$ cat src/rtl/quad_decoder.sv
// Quadrature A/B decoder: 2-FF sync, optional glitch filter (QUAD_DEC_FILTER_EN), x4 decode into a wrapping counter.
// Without QUAD_DEC_FILTER_EN every synchronized change is accepted on the next edge and FILTER is ignored.
module quad_decoder #(
    parameter int WIDTH  = 4,
    parameter int FILTER = 2
) (
    input  logic             clk_i,
    input  logic             rst_n_i,
    input  logic             enc_a_i,
    input  logic             enc_b_i,
    input  logic             clr_i,
    output logic [WIDTH-1:0] count_o,
    output logic             mode_o,
    output logic             step_o,
    output logic             wrap_o,
    output logic             err_o
);

    // state    | meaning
    // ST_PRIME | next accepted update only loads f (encoder may rest anywhere)
    // ST_RUN   | accepted updates are decoded into steps / errors
    typedef enum logic {ST_PRIME, ST_RUN} state_t;

    state_t           state_q, state_d;
    logic [1:0]       sync1_q, sync2_q;
    logic [1:0]       f_q, f_d;
    logic [WIDTH-1:0] count_q, count_d;
    logic             mode_q, mode_d;
    logic             step_q, step_d;
    logic             wrap_q, wrap_d;
    logic             err_q, err_d;
    logic             accept;
    logic             illegal;
    logic             up;

`ifdef QUAD_DEC_FILTER_EN
    localparam logic [3:0] FILT_TC = 4'(FILTER - 1);
    logic [1:0] s_prev_q;
    logic [3:0] stab_q, stab_d;
    logic [3:0] stab_eff;

    // A change of the candidate value restarts the stability count.
    always_comb begin
        stab_eff = (sync2_q != s_prev_q) ? 4'd0 : stab_q;
        accept   = (sync2_q != f_q) && (stab_eff == FILT_TC);
        stab_d   = (sync2_q == f_q || accept) ? 4'd0 : stab_eff + 4'd1;
    end

    always_ff @(posedge clk_i or negedge rst_n_i) begin
        if (!rst_n_i) begin
            s_prev_q <= 2'b00;
            stab_q   <= 4'd0;
        end else begin
            s_prev_q <= sync2_q;
            stab_q   <= stab_d;
        end
    end
`else
    always_comb begin
        accept = (sync2_q != f_q);
    end
`endif

    always_comb begin
        illegal = ((f_q ^ sync2_q) == 2'b11);
        case ({f_q, sync2_q})
            4'b00_10, 4'b10_11, 4'b11_01, 4'b01_00: up = 1'b1;
            default:                                up = 1'b0;
        endcase
    end

    always_comb begin
        state_d = state_q;
        f_d     = f_q;
        count_d = count_q;
        mode_d  = mode_q;
        step_d  = 1'b0;
        wrap_d  = 1'b0;
        err_d   = err_q;
        if (accept) begin
            f_d = sync2_q;
            if (state_q == ST_PRIME) begin
                state_d = ST_RUN;
            end else if (illegal) begin
                err_d = 1'b1;
            end else begin
                mode_d = up;
                step_d = 1'b1;
                if (up) begin
                    count_d = count_q + 1'b1;
                    wrap_d  = (count_q == '1);
                end else begin
                    count_d = count_q - 1'b1;
                    wrap_d  = (count_q == '0);
                end
            end
        end
        // An error accepted in the clear cycle survives the clear.
        if (clr_i) begin
            count_d = '0;
            step_d  = 1'b0;
            wrap_d  = 1'b0;
            err_d   = accept && (state_q == ST_RUN) && illegal;
        end
    end

    always_ff @(posedge clk_i or negedge rst_n_i) begin
        if (!rst_n_i) begin
            state_q <= ST_PRIME;
            sync1_q <= 2'b00;
            sync2_q <= 2'b00;
            f_q     <= 2'b00;
            count_q <= '0;
            mode_q  <= 1'b1;
            step_q  <= 1'b0;
            wrap_q  <= 1'b0;
            err_q   <= 1'b0;
        end else begin
            state_q <= state_d;
            sync1_q <= {enc_a_i, enc_b_i};
            sync2_q <= sync1_q;
            f_q     <= f_d;
            count_q <= count_d;
            mode_q  <= mode_d;
            step_q  <= step_d;
            wrap_q  <= wrap_d;
            err_q   <= err_d;
        end
    end

    assign count_o = count_q;
    assign mode_o  = mode_q;
    assign step_o  = step_q;
    assign wrap_o  = wrap_q;
    assign err_o   = err_q;

endmodule

$ cat config.mk
export PLATFORM = sky130hd
export DESIGN_NAME = quad_decoder
export DESIGN_NICKNAME = d
export VERILOG_FILES = /design/src/rtl/quad_decoder.sv
export SDC_FILE = /design/constraint.sdc
export NUM_CORES = 1
export LEC_CHECK = 0
export ABC_CLOCK_PERIOD_IN_PS = 3200
export CORE_MARGIN = 2
export CORE_UTILIZATION = 35
export CTS_BUF_LIST = sky130_fd_sc_hd__clkbuf_2
export DETAILED_ROUTE_END_ITERATION = 12
export GPL_TIMING_DRIVEN = 0
export SLEW_MARGIN = 20
export SYNTH_ARGS = -nofsm -noshare
export SYNTH_HDL_FRONTEND = slang
export SYNTH_SLANG_ARGS = --single-unit
export TNS_END_PERCENT = 1
$ cat constraint.sdc
create_clock -name clk_i -period 3.2 [get_ports clk_i]
set_clock_uncertainty 0.15 [all_clocks]
set_input_delay 0.64 -clock clk_i [delete_from_list [all_inputs] [get_ports clk_i]]
set_output_delay 0.64 -clock clk_i [all_outputs]
set_load 0.01 [all_outputs]
## Word level (Yosys, flattened, before mapping)

Cells that the tools add are included.

| storage, ports and cells | value |
|---|---|
| bits of input ports | 5 |
| register bits after elaboration | 15 |
| logic and storage cells | 50 |
| output and inout port bits | 8 |

| operators by class | value |
|---|---|
| add/sub/neg operators | 2 |
| reductions and logical operators | 10 |
| equality and inequality tests | 8 |
| bitwise gates (word level) | 2 |
| muxes and demuxes | 19 |

Operators with widths:

| kind | number |
|---|---|
| 4-bit two-way mux | 5 |
| 1-bit two-way mux | 14 |
| 4-bit == test (second input constant) | 3 |
| 3-bit AND reduction | 3 |
| 2-bit nonzero test | 3 |
| 4-bit by 1-bit adder with 4-bit output (second input constant) | 1 |
| 4-bit by 2-bit == test with 1-bit output (second input constant) | 1 |
| 4-bit by 3-bit == test with 1-bit output (second input constant) | 1 |
| 4-bit logical NOT | 1 |
| 4-bit OR reduction | 1 |
| 4-bit by 1-bit subtractor with 4-bit output (second input constant) | 1 |
| 2-bit == test (second input constant) | 1 |
| 1-bit logical AND | 2 |
| 2-bit != test | 1 |
| 2-bit != test (second input constant) | 1 |
| 2-bit XOR | 1 |
| 1-bit inverter | 1 |

## Logic depth before layout (Yosys ltp)

| depth | value |
|---|---|
| depth after elaboration | 8 |
| depth in mapped cells | 7 |
| mapped depth without buffers | 7 |

## Worst setup path before layout

No wires, ideal clock.

| timing path | value |
|---|---|
| path type | register to register |
| start point | reg sync2_q[1] |
| end point | reg count_q[3] (netlist: count_o[3]) |
| clock period less this slack | 2.296 ns |
| setup time | 0.125 ns |
| cell stages (with the launch flop) | 8 |
| required time | 2.925 ns |
| arrival time | 2.021 ns |
| path slack | 0.904 ns |
| buffers on the path | 0 |
| cells stage by stage | dfrtp_1 -> xnor2_1 -> or2_2 -> ha_1 -> a21oi_1 -> a211oi_1 -> o211ai_1 -> mux2_4 |

| between the ends | value |
|---|---|
| cells in the longest elaborated chain, start to end | 8 |
| elaborated cells between the ends (all ways) | 17 |
| those cells by class | 7 x eq/ne; 6 x mux; 1 x bitwise; 3 x reduce/logical |

Ends and longest elaborated chain:

| element | line | text |
|---|---|---|
| start, declared | 25 | `logic [1:0] sync1_q, sync2_q;` |
| start signal, assigned | 121 | `sync2_q <= sync1_q;` |
| 4-bit by 2-bit == test with 1-bit output (tied with other cells) | 66 | `case ({f_q, sync2_q})` |
| 4-bit OR reduction | 66 |  |
| 1-bit two-way mux | 66 |  |
| 4-bit two-way mux | 89 | `if (up) begin` |
| 4-bit two-way mux | 84 | `end else if (illegal) begin` |
| 4-bit two-way mux | 82 | `if (state_q == ST_PRIME) begin` |
| 4-bit two-way mux | 80 | `if (accept) begin` |
| 4-bit two-way mux | 99 | `if (clr_i) begin` |
| end signal, assigned | 123 | `count_q <= count_d;` |
| end, declared | 27 | `logic [WIDTH-1:0] count_q, count_d;` |

Parallel ways exist; a longest one is shown, timed or not. The select of a mux whose other input is x is not followed.
A chain may end at the register's enable or synchronous reset.

## Final worst setup path

Same ends and word-level chain as after synthesis.

==> run_results.csv <==
group,metric,value,unit
yosys,synth_top_area_cell,"dfrtp_1",
timing,period_needed,2460,ps
routing,viasPerCell,4.65,
final_layout,drive_above_1_share,12.3,%
setup_path,worst-path-max-fanout,5,
power,leakage,0.361,nW
setup_path,r2r.worst_path.cells,7,
floorplan,core,1900,um^2
final_layout,area_growth_syn_to_layout,25.3,%
yosys,ys_types,27,
routing,vias,465,
yosys,synth_area_per_cell,12.1,um^2
clocking,cts.sinks,15,
floorplan,io_pins,13,
timing,setup-violations-final,0,
worst_hold_path,worst_hold_path.endpoint,"sync2_q[0]",
power,switching_share,30.9,%
setup_path,worstReg2RegEnd,"count_o[3]",
routing,drt-pass1-iter-count,3,
floorplan,fp.dieW,48.3,um
final_layout,n_antenna_cell,0,
clocking,cts_tree,"done",
power,p_int,342,uW
setup_path,critical_path_required,3220,ps
routing,drtIter0Drc,5,
power,p_sw,152,uW
global_routing,grt_pass1_wl,1920,um
power,clkPwrFrac,17.7,%
clocking,clock_latency,270,ps
routing,routed_wl,1080,um
clocking,root_buffer,"clkbuf_2",
power,comb_power_share,33.1,%
global_routing,grt_usage,10.7,%
placement,place_area,841,um^2
timing,fin_crit_sh,76.7,%
worst_hold_path,hold_path_depth,0,
routing,wl_per_cell,10.8,um
clocking,post_cts_buffers,0,
timing,max-slew-margin-rel,55.8,%
timing,report.final.slew_viol_count,0,
clocking,clk_pin_slew,130,ps
routing,ant_nets,0,
final_layout,final_cell_area,861,um^2
floorplan,rows,16,
routing,drc_errors,0,
placement,dpl.hpwl,853,um
placement,dp_slack,753,ps
routing,top_layer,"met3",
worst_hold_path,hold_start,"sync1_q[0]",
routing,wl_met2,507,um
status,status,"completed",
yosys,syn-num-nets,65,
setup_path,worst_ep_arrival_time,2480,ps
yosys,synth-seq-cells,15,
clocking,ctsResizeCount,0,
yosys,synth.area.top_cells,"dfrtp_1 51%, xor2_2 4.7%, dfstp_2 3.8%, xnor2_1 3.8%, ha_1 3.6%",
power,vdd_drop_max,0.000242,V
routing,m1WireLength,500,um
timing,tightest_slew,660,ps
floorplan,initial_core_util,36.1,%
setup_path,crit_type,"flip-flop to flip-flop",
yosys,synthCells,57,
global_routing,grt_max_degree,16,
run,max-cap-violations,0,
timing,rsz0062_at_grt,"false",
power,p_seq_share,49.1,%
timing,fin_setup_tns,0,ps
floorplan,dieHeight,48.3,um
power,powerDensity,574,nW/um^2
routing,met3WireLength,76,um
timing,fmax,407,MHz
final_layout,fin_nets,82,
placement,numPortBuffers,12,
global_routing,grt_pass1_vias,445,
setup_path,reg2reg_from,"sync2_q[1]",
yosys,yosysWarnings,0,
placement,routabilityCongestion,0.807,
global_routing,grt_overflow_total,0,
worst_hold_path,hold_class,"flip-flop to flip-flop",
yosys,seq_area_frac_synth,54.8,%
timing,final_hold_viol_count,0,
global_routing,antenna_found_initial,0,
clocking,cts_htree_levels,1,
yosys,yosysTopAreaCellShare,51.0,%
setup_path,critPathLaunchType,"flip-flop",
yosys,syn_area,687,um^2
setup_path,regToRegSetupSlack,740,ps
clocking,clockBufferDepth,2,
setup_path,crit_path_end_kind,"flip-flop",
clocking,numCtsBuffers,3,
timing,layout_setup_ws,744,ps
clocking,cts_hold_buf,0,
floorplan,die_area,2330,um^2
-- worst max-delay path, stage by stage (launching register included) --
cell and delay, ps:
dfrtp_1 440, xnor2_1 180, or2_2 380, ha_1 330, a21oi_1 210, a211oi_1 100
o211ai_1 240, mux2_4 320
-- how the worst max path moves through the flow --
stage                     from         end  slack, ps
floorplan           sync2_q[1]  count_o[3]        900
global placement    sync2_q[1]  count_o[3]        770
detailed placement      f_q[0]  count_o[3]        750
CTS                     f_q[0]  count_o[3]        740
global route        sync2_q[1]  count_o[3]        640
finish              sync2_q[1]  count_o[3]        740
-- layout make-up --
type | count | area, um^2
Buffer | 2 | 7.51
Clock buffer | 4 | 20.0
Fill cell | 185 | 1040
Inverter | 2 | 7.51
Multi-Input combinational cell | 38 | 295
Sequential cell | 15 | 377
Tap cell | 27 | 33.8
Timing Repair Buffer | 12 | 120
-- per-layer routing --
metal / vias to the layer above / global-route usage [%]
li1: 232 / -
met1: 219 / 11.9
met2: 14 / 18.1
met3: 0 / 6.17
met4: 0 / 1.43
met5: - / 0
-- kinds of logic after synthesis --
family / Yosys count / synth area share, %
flip-flops: 15 / 54.8
adder cells (fa/ha/maj): 3 / 6.56
multiplexers: 1 / 2.19
AO/OA/AOI/OAI: 15 / 13.3
buffers and inverters: 4 / 2.19
XOR/XNOR: 7 / 11.1
AND/OR/NAND/NOR: 12 / 9.84
-- registers in the layout, indices dropped and copies added, names as in the netlist --
name / flops
wrap_o: 1
sync1_q: 2
err_o: 1
state_q: 1
mode_o: 1
sync2_q: 2
count_o: 4
step_o: 1
f_q: 2
-- power groups by stage --
stage | logic, mW | registers, mW | clock network, mW
2_1_floorplan | 0.0889 | 0.253 | 0
3_3_place_gp | 0.164 | 0.246 | 0
3_5_place_dp | 0.165 | 0.247 | 0
4_1_cts | 0.166 | 0.243 | 0.0931
5_1_grt | 0.181 | 0.248 | 0.101
6_report | 0.164 | 0.243 | 0.0876
-- metrics by stage --
stage          total power, mW  std cells  hold slack, ps  util, %
3_3_place_gp             0.410         96             186     44.2
2_1_floorplan            0.342         57             181        -
3_5_place_dp             0.412         96             194     44.2
6_report                 0.494        100             219     45.3
4_1_cts                  0.502        100             225     45.3
5_1_grt                  0.530        100             231     45.3
-- synth_stat cells --
| cell type | count |
|---|---|
| dfstp_2 | 1 |
| o21ai_1 | 1 |
| fa_1 | 1 |
| a211oi_1 | 1 |
| nor2_1 | 1 |
| ha_1 | 2 |
| xor2_1 | 2 |
| nor3_1 | 1 |
| inv_1 | 2 |
| clkbuf_1 | 2 |
| a21oi_1 | 4 |
| nor2b_1 | 1 |
| or2_2 | 1 |
| nand3_1 | 3 |
| or3_1 | 2 |
| o21ai_0 | 5 |
| o211a_1 | 1 |
| o31ai_1 | 1 |
| xor2_2 | 2 |
| and2_1 | 1 |
| dfrtp_1 | 14 |
| xnor2_1 | 3 |
| nor4_1 | 1 |
| o211ai_1 | 1 |
| nand4_1 | 1 |
| mux2_4 | 1 |
| a311oi_1 | 1 |
-- cells in the final DEF (no fill, tap or decap), types with 2 or more instances in the layout --
cell	n
a21oi_1	4
clkbuf_1	2
clkbuf_2	4
clkdlybuf4s50_1	12
dfrtp_1	14
ha_1	2
inv_1	2
nand3_1	3
o21ai_0	5
or3_1	2
xnor2_1	3
xor2_1	2
xor2_2	2
Note: power is estimated with default switching activity, not from simulation.
